<file path="config.mk">
export PLATFORM = sky130hd
export DESIGN_NAME = hwag_tooth_sync
export DESIGN_NICKNAME = d
export VERILOG_FILES = /design/src/rtl/hwag_tooth_sync.sv
export SDC_FILE = /design/constraint.sdc
export NUM_CORES = 1
export LEC_CHECK = 0
export BUFFER_PORTS_ARGS = -buffer_cell sky130_fd_sc_hd__buf_2
export CORE_AREA = 2 2 129 81
export DETAILED_ROUTE_END_ITERATION = 8
export DIE_AREA = 0 0 131 83
export GPL_TIMING_DRIVEN = 0
export PLACE_DENSITY_LB_ADDON = 0.3
export SLEW_MARGIN = 15
export SYNTH_ARGS = -nofsm -noshare
export SYNTH_HDL_FRONTEND = slang
export SYNTH_SLANG_ARGS = --single-unit
export TNS_END_PERCENT = 30
</file>
<file path="constraint.sdc">
create_clock -name clk -period 9.05 [get_ports clk]
set_input_delay 0.905 -clock clk [delete_from_list [all_inputs] [get_ports clk]]
set_output_delay 0.905 -clock clk [all_outputs]
set_load 0.005 [all_outputs]
</file>
<file path="src/rtl/hwag_tooth_sync.sv">
// hwag_tooth_sync: crank-wheel synchroniser for the HWAG angle generator.
// Measures the tooth-to-tooth period from the filtered edge pulse, finds the
// missing-tooth gap and tracks the tooth index within one revolution.
// Optional build macro HWAG_GAP_CONFIRM_EN: during acquisition a gap candidate
// is only accepted once the following tooth is shorter than half the gap.
module hwag_tooth_sync #(
    parameter int CNT_W   = 24,
    parameter int TOOTH_W = 8
) (
    input  logic               clk,
    input  logic               rst,
    input  logic               ena,
    input  logic               edge_in,
    input  logic [TOOTH_W-1:0] teeth_num,
    output logic [CNT_W-1:0]   period_out,
    output logic               period_vld,
    output logic [TOOTH_W-1:0] tooth_idx,
    output logic               synced,
    output logic               gap_det,
    output logic               sync_err,
    output logic               ovf
);

    localparam logic [CNT_W-1:0]   CNT_MAX   = '1;
    localparam logic [CNT_W-1:0]   CNT_ONE   = {{(CNT_W-1){1'b0}}, 1'b1};
    localparam logic [TOOTH_W-1:0] TOOTH_ONE = {{(TOOTH_W-1){1'b0}}, 1'b1};

    typedef enum logic [2:0] {
        S_IDLE       = 3'd0,
        S_SEEK_FIRST = 3'd1,
        S_MEASURE    = 3'd2,
        S_SEEK_GAP   = 3'd3,
        S_SYNCED     = 3'd4
`ifdef HWAG_GAP_CONFIRM_EN
        ,
        S_CONFIRM    = 3'd5
`endif
    } state_t;

    // Period of the tooth ending now: one more than the counter, pinned at all-ones.
    function automatic logic [CNT_W-1:0] sat_inc(input logic [CNT_W-1:0] v);
        return (v == CNT_MAX) ? CNT_MAX : v + CNT_ONE;
    endfunction

    // Gap when the new period is at least twice the previous one; no history, no gap.
    function automatic logic is_gap(input logic [CNT_W-1:0] p_new,
                                    input logic [CNT_W-1:0] p_old);
        return (p_old != '0) && ({1'b0, p_new} >= {p_old, 1'b0});
    endfunction

    state_t             state_q, state_d;
    logic [CNT_W-1:0]   cnt_q, cnt_d;
    logic [CNT_W-1:0]   prev_q, prev_d;
    logic [CNT_W-1:0]   period_q, period_d;
    logic               period_vld_q, period_vld_d;
    logic [TOOTH_W-1:0] tooth_idx_q, tooth_idx_d;
    logic               gap_det_q, gap_det_d;
    logic               sync_err_q, sync_err_d;
    logic               ovf_q, ovf_d;
`ifdef HWAG_GAP_CONFIRM_EN
    logic [CNT_W-1:0]   gapp_q, gapp_d;
`endif

    logic [CNT_W-1:0]   cur;
    logic               gap;
    logic               last_tooth;

    // Next state, period counter and registered outputs for the coming clock
    always_comb begin
        state_d      = state_q;
        cnt_d        = cnt_q;
        prev_d       = prev_q;
        period_d     = period_q;
        tooth_idx_d  = tooth_idx_q;
        period_vld_d = 1'b0;
        gap_det_d    = 1'b0;
        sync_err_d   = 1'b0;
        ovf_d        = 1'b0;
`ifdef HWAG_GAP_CONFIRM_EN
        gapp_d       = gapp_q;
`endif
        cur        = sat_inc(cnt_q);
        gap        = is_gap(cur, prev_q);
        last_tooth = (tooth_idx_q == teeth_num - TOOTH_ONE);

        if (!ena) begin
            state_d     = S_IDLE;
            cnt_d       = '0;
            prev_d      = '0;
            period_d    = '0;
            tooth_idx_d = '0;
`ifdef HWAG_GAP_CONFIRM_EN
            gapp_d      = '0;
`endif
        end else if (state_q == S_IDLE) begin
            state_d = S_SEEK_FIRST;
        end else if ((cnt_q == CNT_MAX) && !edge_in) begin
            // Stall: wheel stopped or sensor lost, start acquisition over
            ovf_d       = 1'b1;
            cnt_d       = '0;
            state_d     = S_SEEK_FIRST;
            tooth_idx_d = '0;
        end else if (edge_in) begin
            cnt_d = '0;
            // The very first edge only starts the measurement, it closes no period
            if (state_q != S_SEEK_FIRST) begin
                period_d     = cur;
                prev_d       = cur;
                period_vld_d = 1'b1;
            end
            case (state_q)
                S_SEEK_FIRST: state_d = S_MEASURE;
                S_MEASURE:    state_d = S_SEEK_GAP;
                S_SEEK_GAP: begin
                    if (gap) begin
`ifdef HWAG_GAP_CONFIRM_EN
                        state_d = S_CONFIRM;
                        gapp_d  = cur;
`else
                        state_d     = S_SYNCED;
                        tooth_idx_d = '0;
                        gap_det_d   = 1'b1;
`endif
                    end
                end
`ifdef HWAG_GAP_CONFIRM_EN
                S_CONFIRM: begin
                    if ({cur, 1'b0} < {1'b0, gapp_q}) begin
                        state_d     = S_SYNCED;
                        tooth_idx_d = TOOTH_ONE;
                        gap_det_d   = 1'b1;
                    end else begin
                        state_d = S_SEEK_GAP;
                    end
                end
`endif
                S_SYNCED: begin
                    // A gap must arrive exactly on the last tooth; anything else is lost sync
                    if ((teeth_num == '0) || (gap != last_tooth)) begin
                        sync_err_d  = 1'b1;
                        state_d     = S_SEEK_GAP;
                        tooth_idx_d = '0;
                    end else if (gap) begin
                        gap_det_d   = 1'b1;
                        tooth_idx_d = '0;
                    end else begin
                        tooth_idx_d = tooth_idx_q + TOOTH_ONE;
                    end
                end
                default: ;
            endcase
        end else begin
            cnt_d = cnt_q + CNT_ONE;
        end
    end

    // State register
    always_ff @(posedge clk or posedge rst) begin
        if (rst) begin
            state_q <= S_IDLE;
        end else begin
            state_q <= state_d;
        end
    end

    // Counter, period history and output registers
    always_ff @(posedge clk or posedge rst) begin
        if (rst) begin
            cnt_q        <= '0;
            prev_q       <= '0;
            period_q     <= '0;
            period_vld_q <= 1'b0;
            tooth_idx_q  <= '0;
            gap_det_q    <= 1'b0;
            sync_err_q   <= 1'b0;
            ovf_q        <= 1'b0;
`ifdef HWAG_GAP_CONFIRM_EN
            gapp_q       <= '0;
`endif
        end else begin
            cnt_q        <= cnt_d;
            prev_q       <= prev_d;
            period_q     <= period_d;
            period_vld_q <= period_vld_d;
            tooth_idx_q  <= tooth_idx_d;
            gap_det_q    <= gap_det_d;
            sync_err_q   <= sync_err_d;
            ovf_q        <= ovf_d;
`ifdef HWAG_GAP_CONFIRM_EN
            gapp_q       <= gapp_d;
`endif
        end
    end

    assign period_out = period_q;
    assign period_vld = period_vld_q;
    assign tooth_idx  = tooth_idx_q;
    assign synced     = (state_q == S_SYNCED);
    assign gap_det    = gap_det_q;
    assign sync_err   = sync_err_q;
    assign ovf        = ovf_q;

endmodule

</file>
==> results.toml <==
[yosys]
synth-main-ff-cell = "dfrtp_1"
synthAdderAreaFrac_pct = 7.99
synth_edf_count = 0
seq_area_frac_synth_pct = 37.3
synth_area_per_cell_um2 = 8.81
muxShareOfSynthArea_pct = 0.266
synth-xor-area-share_pct = 7.04
synth-simple-area-share_pct = 22.3
ys_types = 59
synth_compound_area_share_pct = 20.3
syn_inst = 480
synth_area_um2 = 4230
synthTopCellsByArea = "dfrtp_1, ha_1, a22o_1, nand2_1, o21ai_0"
synth_top_family_by_area = "simple AND/OR/NAND/NOR gates"
synth_top_area_cell = "dfrtp_1"
synth_nets = 519
synth_top_area_share_pct = 37.3
synth_warnings = 0
synthArstFlopShare_pct = 100
synth-seq-cells = 63

[clock_network]
cts-resized-gates = 0
cts_tree = "yes"
cts_buffer_depth = 2
root_buffer = "clkbuf_16"
htree_levels = 3
clock_latency_ps = 340
cts.sinks = 63
cts_hold_buf = 0
path_clk_slew_ps = 50
cts_setup_buffers = 0
cts-buffers-inserted = 9

[timing]
hold_viol = 0
fmax_ghz = 0.226
worst_pin_slew_ps = 792
rsz0062_at_grt = "false"
period_minus_slack_ps = 4420
finalSetupViolCount = 0
hold_ws_ps = 533
fin_skew_ps = 8.11
relSlewSlack_pct = 46.8
final.setup.tns_ps = 0
drv_slew = 0
finalCritPeriodShare_pct = 48.8

[critical_path]
crit_buf_inv = 1
startpoint_type = "flop"
crit_required_ps = 9270
end_kind = "flop"
reg2reg_to = "state_q[1]"
r2r_start = "cnt_q[0]"
max_stage_delay_ps = 450
cp_top_family = "simple AND/OR/NAND/NOR gates"
cp-startpoint = "cnt_q[0]"
reg2reg_depth = 17
r2r_setup_slack_ps = 4630
cp_max_fo = 6
path_cells = "ha_1 > and3_4 > and3_4 > and4_1 > and3_1 > buf_2 > nand3_1 > xor2_1 > nand2_1 > ha_1 > nand4b_1 > nor4_1 > nand2_1 > o2bb2ai_2 > xor2_1 > a21oi_1 > a211o_1"
cp.depth = 17
worst_path_max_delay_cell = "dfrtp_1"
endpoint = "state_q[1]"
path_class = "reg2reg"
worstPathArrival_ps = 4630

[die]
die_y_um = 83
fp.coreArea_um2 = 9630
io_pins = 49
start_util_pct = 43.9
rows = 28
dieWidth_um = 131
dieArea_um2 = 10900

[pwr]
p_leak_uw = 0.00248
power.density_nw_per_um2 = 160
seqPwrFrac_pct = 36.1
power.share.switching_pct = 23.8
vdd_drop_max_uv = 100
power_uw = 803
clkPwrFrac_pct = 52.8
p_comb_share_pct = 11.1
p_sw_uw = 191
intPower_uw = 612

[global_route]
antenna_found_initial = 0
first_global_vias = 3585
overflow = 0
grt_pass1_wl_um = 18200
track_usage_pct = 21.1
grt_max_degree = 40

[routing]
drc = 0
wl_per_cell_um = 16.3
dr.pass1.iters = 8
wl_um = 11100
vias = 3843
drt-initial-drc-count = 288
antenna_left = 0
vias_per_cell = 5.65

[layout]
fin_util_pct = 52.1
nets = 579
drive_gt1_share_pct = 16.5
diodes = 0
syn_to_final_growth_pct = 18.8

[placement]
io_buffers = 48
gp_routability_congestion = 0.860
dp.final_hpwl_um = 8480

[status]
outcome = "completed"

[run]
max-cap-violations = 0

[hold_path]
holdCritStartpoint = "cnt_q[1]"
worst_hold_path_type = "reg2reg"
hold_depth = 1
worst min-delay path by stage:
stage | to | slack (ps)
2_1_floorplan | cnt_q[6] | 470
3_3_place_gp | cnt_q[1] | 510
3_5_place_dp | cnt_q[1] | 520
4_1_cts | cnt_q[6] | 540
5_1_grt | cnt_q[8] | 570
6_report | cnt_q[1] | 530
cell families (layout without fill, tap and decap cells):
logic type | after synthesis | count (layout)
buffers and inverters | 50 | 115
muxes | 1 | 1
and+or+nand+nor | 182 | 182
DFF | 63 | 63
xor gates and xnor gates | 34 | 34
AOI/OAI and AO/OA | 123 | 123
adders and majority gates | 27 | 27
Yosys cell counts, types with 9 or more instances:
cell,n
xnor2_1,21
and3_1,13
nand3_1,15
nor2_1,34
a22o_1,27
a21oi_1,17
xor2_1,13
nor4_1,9
clkbuf_1,16
nand2_1,63
ha_1,27
inv_1,29
o21ai_0,43
dfrtp_1,63
power by group through the flow:
stage | clock network [uW] | registers, uW | logic (uW)
final | 423 | 290 | 89.4
after global routing | 441 | 290 | 99.8
after CTS | 431 | 290 | 88.8
after detailed placement | 0 | 295 | 88.3
after global placement | 0 | 294 | 84.9
after floorplan | 0 | 293 | 62.3
flip-flops by register name, indices dropped and copies added (netlist names):
register and cells:
cnt_q 24, period_out 24, tooth_idx 8, state_q 3
gap_det 1, ovf 1, period_vld 1, sync_err 1
metal layers:
layer | vias to the layer above | global-route usage, % | wire length [um]
li1 | 1847 | - | -
met1 | 1860 | 33.5 | 5830
met2 | 125 | 27.7 | 4470
met3 | 11 | 5.67 | 691
met4 | 0 | 5.22 | 110
met5 | - | 0 | 0
cell type report:
type / instances / area, um^2
multi-input cells: 367 / 2450
repair buffers: 49 / 260
well taps: 135 / 169
fillers: 870 / 4610
inverters: 29 / 111
flip-flops and latches: 63 / 1580
plain buffers: 21 / 91.3
clock buffers: 10 / 229
clock inverters: 6 / 133
cells in the final DEF (no fill, tap or decap), types with 2 or more instances in the layout:
master     instances
a211o_1            2
a21boi_1           2
a21o_1             3
a21oi_1           17
a221o_1            3
a22o_1            27
and2_1             3
and3_1            13
and3_4             3
and4_1             3
buf_2             52
bufinv_16          4
clkbuf_1          17
clkbuf_16          9
dfrtp_1           63
ha_1              27
inv_1             28
nand2_1           63
nand2b_1           2
nand3_1           15
nand3b_1           2
nand4_1            8
nor2_1            34
nor2b_1            4
nor3_1             8
nor4_1             9
nor4b_1            2
o21ai_0           43
o21ai_1            2
o21bai_1           2
o31ai_1            6
or2_2              4
xnor2_1           21
xor2_1            13
worst reg2reg max path, delay by kind of cell (launching register included):
family          cells  cell delay [ps]
fa+ha+maj           2              640
buf+inv             1              150
compound gates      3              770
simple gates        9             1770
flops               1              450
xor+xnor            2              510
per-stage QoR:
step | instances | setup WS, ps | cell area, um^2
after floorplan | 480 | 5310 | 4230
after global placement | 663 | 4800 | 4640
after detailed placement | 664 | 4740 | 4660
after CTS | 680 | 4690 | 5020
after global routing | 680 | 4390 | 5020
final | 680 | 4630 | 5020
(Power assumes the default switching activity.)
